### config.mk
export PLATFORM = sky130hd
export DESIGN_NAME = asu32_serial_flat
export DESIGN_NICKNAME = d
export VERILOG_FILES = /design/src/rtl/asu32_serial_if.sv /design/src/rtl/asu32_serial.sv /design/src/flat_wrapper.sv
export SDC_FILE = /design/constraint.sdc
export NUM_CORES = 1
export LEC_CHECK = 0
export BUFFER_PORTS_ARGS = -buffer_cell sky130_fd_sc_hd__buf_2
export CORE_MARGIN = 1
export CORE_UTILIZATION = 45
export DETAILED_ROUTE_END_ITERATION = 12
export PLACE_DENSITY = 0.7
export SYNTH_ARGS = -nofsm -noshare
export SYNTH_HDL_FRONTEND = slang
export SYNTH_SLANG_ARGS = --single-unit
### constraint.sdc
create_clock -name clk -period 7.1 [get_ports clk]
set_clock_uncertainty 0.2 [all_clocks]
set_input_delay 0.355 -clock clk [delete_from_list [all_inputs] [get_ports clk]]
set_output_delay 0.355 -clock clk [all_outputs]
set_load 0.05 [all_outputs]
### src/rtl/asu32_serial_if.sv
// asu32_serial_if: start/busy/done handshake and operand/result bus for asu32_serial (ovf present with ASU32_OVF_EN)
interface asu32_serial_if;
  logic        start;
  logic        op;
  logic [31:0] a;
  logic [31:0] b;
  logic        ci;
  logic [31:0] s;
  logic        co;
  logic        busy;
  logic        done;
`ifdef ASU32_OVF_EN
  logic        ovf;
`endif
  modport master (
    output start, op, a, b, ci,
    input  s, co, busy, done
`ifdef ASU32_OVF_EN
    , input ovf
`endif
  );
  modport slave (
    input  start, op, a, b, ci,
    output s, co, busy, done
`ifdef ASU32_OVF_EN
    , output ovf
`endif
  );
endinterface

### src/rtl/asu32_serial.sv
// asu32_serial: 32-bit add/subtract processed SLICE bits per clock through one slice adder (signed overflow with ASU32_OVF_EN)
module asu32_serial #(
  parameter int SLICE = 4
) (
  input logic clk,
  input logic reset,
  asu32_serial_if.slave bus
);
  localparam int N  = 32 / SLICE;
  localparam int KW = (N > 1) ? $clog2(N) : 1;
  typedef enum logic [1:0] {IDLE, RUN, DONE} state_t;
  state_t          r_state, w_next;
  logic [31:0]     r_opa, r_opb, r_res, w_res, r_s;
  logic            r_carry, r_co;
  logic [KW-1:0]   r_k;
  logic [SLICE:0]  w_sum;
  logic            w_last, w_accept;
`ifdef ASU32_OVF_EN
  logic            r_ovf, w_c31;
`endif
  // a request is taken whenever the unit is not mid-operation
  assign w_accept = bus.start && (r_state != RUN);
  assign w_last   = (r_k == KW'(N - 1));
  // slice adder: current slice of both operands plus the carry, merged into the running result
  always_comb begin
    w_sum = {1'b0, r_opa[r_k*SLICE +: SLICE]} + {1'b0, r_opb[r_k*SLICE +: SLICE]} + {{SLICE{1'b0}}, r_carry};
    w_res = r_res;
    w_res[r_k*SLICE +: SLICE] = w_sum[SLICE-1:0];
`ifdef ASU32_OVF_EN
    w_c31 = r_opa[31] ^ r_opb[31] ^ w_res[31];
`endif
  end
  // next state: RUN until the last slice, then one DONE cycle that may relaunch
  always_comb begin
    w_next = r_state;
    w_next = (r_state == RUN) ? (w_last ? DONE : RUN) : (bus.start ? RUN : IDLE);
  end
  // state register
  always_ff @(posedge clk or posedge reset) begin
    if (reset) r_state <= IDLE;
    else r_state <= w_next;
  end
  // operand capture, slice iteration and result publication on the last slice
  always_ff @(posedge clk or posedge reset) begin
    if (reset) begin
      r_opa   <= '0;
      r_opb   <= '0;
      r_res   <= '0;
      r_carry <= 1'b0;
      r_k     <= '0;
      r_s     <= '0;
      r_co    <= 1'b0;
`ifdef ASU32_OVF_EN
      r_ovf   <= 1'b0;
`endif
    end else if (w_accept) begin
      r_opa   <= bus.a;
      r_opb   <= bus.op ? ~bus.b : bus.b;
      r_carry <= bus.op ? ~bus.ci : bus.ci;
      r_k     <= '0;
    end else if (r_state == RUN) begin
      r_res   <= w_res;
      r_carry <= w_sum[SLICE];
      r_k     <= r_k + 1'b1;
      if (w_last) begin
        r_s   <= w_res;
        r_co  <= w_sum[SLICE];
`ifdef ASU32_OVF_EN
        r_ovf <= w_c31 ^ w_sum[SLICE];
`endif
      end
    end
  end
  assign bus.s    = r_s;
  assign bus.co   = r_co;
  assign bus.busy = (r_state == RUN);
  assign bus.done = (r_state == DONE);
`ifdef ASU32_OVF_EN
  assign bus.ovf  = r_ovf;
`endif
endmodule

### src/flat_wrapper.sv
// flat-port wrapper written by rule: the top's interface ports become plain ports
module asu32_serial_flat 
#(
  parameter int SLICE = 4
)
  (clk, reset, bus_start, bus_op, bus_a, bus_b, bus_ci, bus_s, bus_co, bus_busy, bus_done);
  asu32_serial_if bus_i ();
  input logic clk;
  input logic reset;
  input wire logic [$bits(bus_i.start)-1:0] bus_start;
  input wire logic [$bits(bus_i.op)-1:0] bus_op;
  input wire logic [$bits(bus_i.a)-1:0] bus_a;
  input wire logic [$bits(bus_i.b)-1:0] bus_b;
  input wire logic [$bits(bus_i.ci)-1:0] bus_ci;
  output wire logic [$bits(bus_i.s)-1:0] bus_s;
  output wire logic [$bits(bus_i.co)-1:0] bus_co;
  output wire logic [$bits(bus_i.busy)-1:0] bus_busy;
  output wire logic [$bits(bus_i.done)-1:0] bus_done;
  assign bus_i.start = bus_start;
  assign bus_i.op = bus_op;
  assign bus_i.a = bus_a;
  assign bus_i.b = bus_b;
  assign bus_i.ci = bus_ci;
  assign bus_s = bus_i.s;
  assign bus_co = bus_i.co;
  assign bus_busy = bus_i.busy;
  assign bus_done = bus_i.done;
  asu32_serial #(.SLICE(SLICE)) u_core (.clk(clk), .reset(reset), .bus(bus_i));
endmodule
==> results.md <==
- Status: completed
- Final ANT Viol Nets: 0
- Final setup violation count: 0
- Finished Cell Area: 0.00800 mm²
- Setup TNS: 0 ns
- Worst Reg-to-Reg Cells: 8
- Ys flop type: dfrtp_1
- Placed inst area: 0.00712 mm²
- H-tree Lvls: 4
- Rel. slew slack: a little over an eighth
- Cts hold-fix bufs: 33
- RSZ-0062 raised after global routing: no
- Async SR Flop Fraction: 100%
- Buf/Inv on CP: 0
- Synth warn: 0
- Layout cells sized above 1: a little under a third
- Clk slew on worst S/H paths: 0.05 ns
- Post-cts gate resize count: 0
- Post-CTS setup buffer count: 0
- Slew @ Worst Pin: 1.28 ns
- CP Launch Type: register
- Drt first pass iters: 4
- Power Dens Cells: 541 mW/mm²
- Most common cell in the netlist: dfrtp_1
- Num rows: 43
- Min Clock Period, post-route: 4.16 ns
- Register-to-Register Setup Slack: 2.94 ns
- Skew-Pair Late Insertion Delay: approximately 0.42 ns
- Die width: 123 µm
- Total Wirelength: 14.0 mm
- # DRC: 0
- First-pass GRT wire length: 23.3 mm
- Gr usage total: approximately 21%
- Io pins: 104
- F_max: 240 MHz
- # diodes: 0
- Synth cell types: 50
- P&R area growth vs syn: 22.0%
- Max cap viols: 0
- HPWL Detailed: 9.37 mm
- Initial antenna violation count: 1
- Syn Inst Count: around 560
- Initial core utilization: about 47%
- Clock Sink Count: 135
- Dominant cell type by area after synthesis: dfrtp_1
- Die Y: 123 µm
- Final hold vios: 0
- WL/cell: 16.0 µm
- CTS max path bufs: 2
- Iter 0 DRT Violations: 256
- Worst setup EP type: register
- #FFs+latches synth: around 140
- Critical path cell sequence: mux4_2 -> nand2_1 -> nand2_1 -> fa_1 -> fa_1 -> xnor2_1 -> nor3_1 -> mux2_1
- Synth area leaders: dfrtp_1 52%, mux2_2 8.2%, nand2_1 5.9%, mux4_2 5.5%, xnor2_1 4.5%
- Hold WC Path Type: input port to register
- Slew Limit Fails: 0
- Via density: 5.21
- PortBufs: 103
- Clock root cell: clkbuf_16
- Largest net degree at the start of global routing: 97
- Layout Nets: 762
- Die footprint: approximately 0.015 mm²
- Crit path capture: u_core.r_res[26]
- Worst path required time: 7.20 ns
- Crit path depth: 8
- Core area: 0.0140 mm²
- Share of the synthesized area in the top cell type: 51.6%
- Worst Setup Path Type: register to register
- Leakage: 0.00377 µW
- CP Launch Point: u_core.r_k[0]
- Post-synth EDFFs: 0
- Worst flop-to-flop path endpoint: u_core.r_res[26]
- Delay-heaviest family, CP: flip-flops
- Fin crit share: 58.6%
- Crit-path slowest cell: dfrtp_2
- RR Startpoint: u_core.r_k[0]
- Maximum vdd drop: ~0.33 mV
- Mapped Area: 0.00655 mm²
- Net count after synthesis: 640
- List of most frequent post-synthesis cells: 135 x dfrtp_1, 103 x nand2_1, 55 x o21ai_0
- Vias in the first global route: roughly 4700
- CTS Buf Count: 17
- CP Max Fanout: 33
- Critical path arrival: 4.26 ns
- DR vias: 4555
- Fraction of the yosys area taken by sequential cells: 51.6%
- Placer Congestion: 0.800
- CTS tree: built
- Total grt overflow: 0
- Slowest Stage Delay on Critical Path: 0.96 ns
- Mapped Avg Cell Area: between 10 and 15 µm²
## final cells by class
| cell class | count | area (µm²) |
|---|---|---|
| Inverter | 7 | 28.8 |
| Fill cell | 1174 | 6050 |
| Multi-Input combinational cell | 384 | 2950 |
| Timing Repair Buffer | 139 | 868 |
| Clock inverter | 3 | 15.0 |
| Sequential cell | 135 | 3380 |
| Tap cell | 180 | 225 |
| Clock buffer | 26 | 529 |
## per-layer routing
metal | part of all wire [%] | up-vias | GRT usage (%)
met4 | 1.2 | 2 | 7.16
met5 | 0.071 | - | 0
met3 | 4.9 | 18 | 5.86
met2 | 49 | 121 | 32.9
met1 | 45 | 2226 | 26.7
li1 | - | 2188 | -
## cell families (layout without fill, tap and decap cells)
logic type / count (synthesis) / count (layout) / share of synthesized area (%)
AND/OR/NAND/NOR: 153 / 153 / 12.2
XOR/XNOR: 35 / 35 / 4.68
multiplexers: 94 / 94 / 18.5
flip-flops: 135 / 135 / 51.6
buffers and inverters: 43 / 175 / 3.48
AO/OA/AOI/OAI: 93 / 93 / 7.66
adder cells (fa/ha/maj): 9 / 9 / 1.95
## worst reg2reg max path, cell delays in order (launching register included)
cell and delay, ns:
dfrtp_2 0.96, mux4_2 0.60, nand2_1 0.08, nand2_1 0.08
fa_1 0.44, fa_1 0.45, xnor2_1 0.70, nor3_1 0.20
mux2_1 0.34
## state kept, by name (all words and copies together) (netlist names)
signal,flops
u_core.bus.co,1
u_core.bus.s,32
u_core.r_carry,1
u_core.r_k,3
u_core.r_opa,32
u_core.r_opb,32
u_core.r_res,32
u_core.r_state,2
## power breakdown
group          switching [µW]  internal, µW  total, µW
Clock                     300           503        804
Sequential                248          1110       1360
Combinational            1310           844       2160
## worst min-delay path by stage
stage,startpoint,to,slack [ns],cells after the start
6_report,bus_start,u_core.r_k[2],0.02,2
4_1_cts,bus_start,u_core.r_k[2],0.004,2
3_5_place_dp,u_core.r_opb[25],u_core.r_opb[25],0.27,2
3_3_place_gp,u_core.r_opb[21],u_core.r_opb[21],0.26,2
5_1_grt,bus_b[25],u_core.r_opb[25],0.01,3
2_1_floorplan,u_core.r_opb[10],u_core.r_opb[10],0.24,2
## cell usage in the layout, fill, tap and decap left out, types with 5 or more instances in the layout
cell | netlist | layout
a21oi_1 | 6 | 6
buf_2 | 16 | 103
clkbuf_16 | 0 | 17
clkbuf_8 | 0 | 7
dfrtp_1 | 135 | 134
dlygate4sd3_1 | 0 | 33
ha_1 | 7 | 7
mux2_1 | 7 | 7
mux2_2 | 48 | 48
mux2i_1 | 23 | 23
mux4_2 | 16 | 16
nand2_1 | 103 | 102
nor2_1 | 10 | 10
o21ai_0 | 55 | 55
o21ai_1 | 16 | 16
o31ai_1 | 5 | 5
xnor2_1 | 34 | 34
## metrics by stage
stage	util, %	hold WS, ns	power (µW)	setup slack (ns)	cells
2_1_floorplan	-	0.245	3030	2.93	562
5_1_grt	56.9	0.0148	4640	2.58	874
3_3_place_gp	50.7	0.258	3440	2.94	812
4_1_cts	56.9	0.00388	4350	2.90	874
3_5_place_dp	50.7	0.268	3520	2.91	812
6_report	56.9	0.0207	4320	2.94	874
No activity file was read; power rests on OpenSTA's default activity.
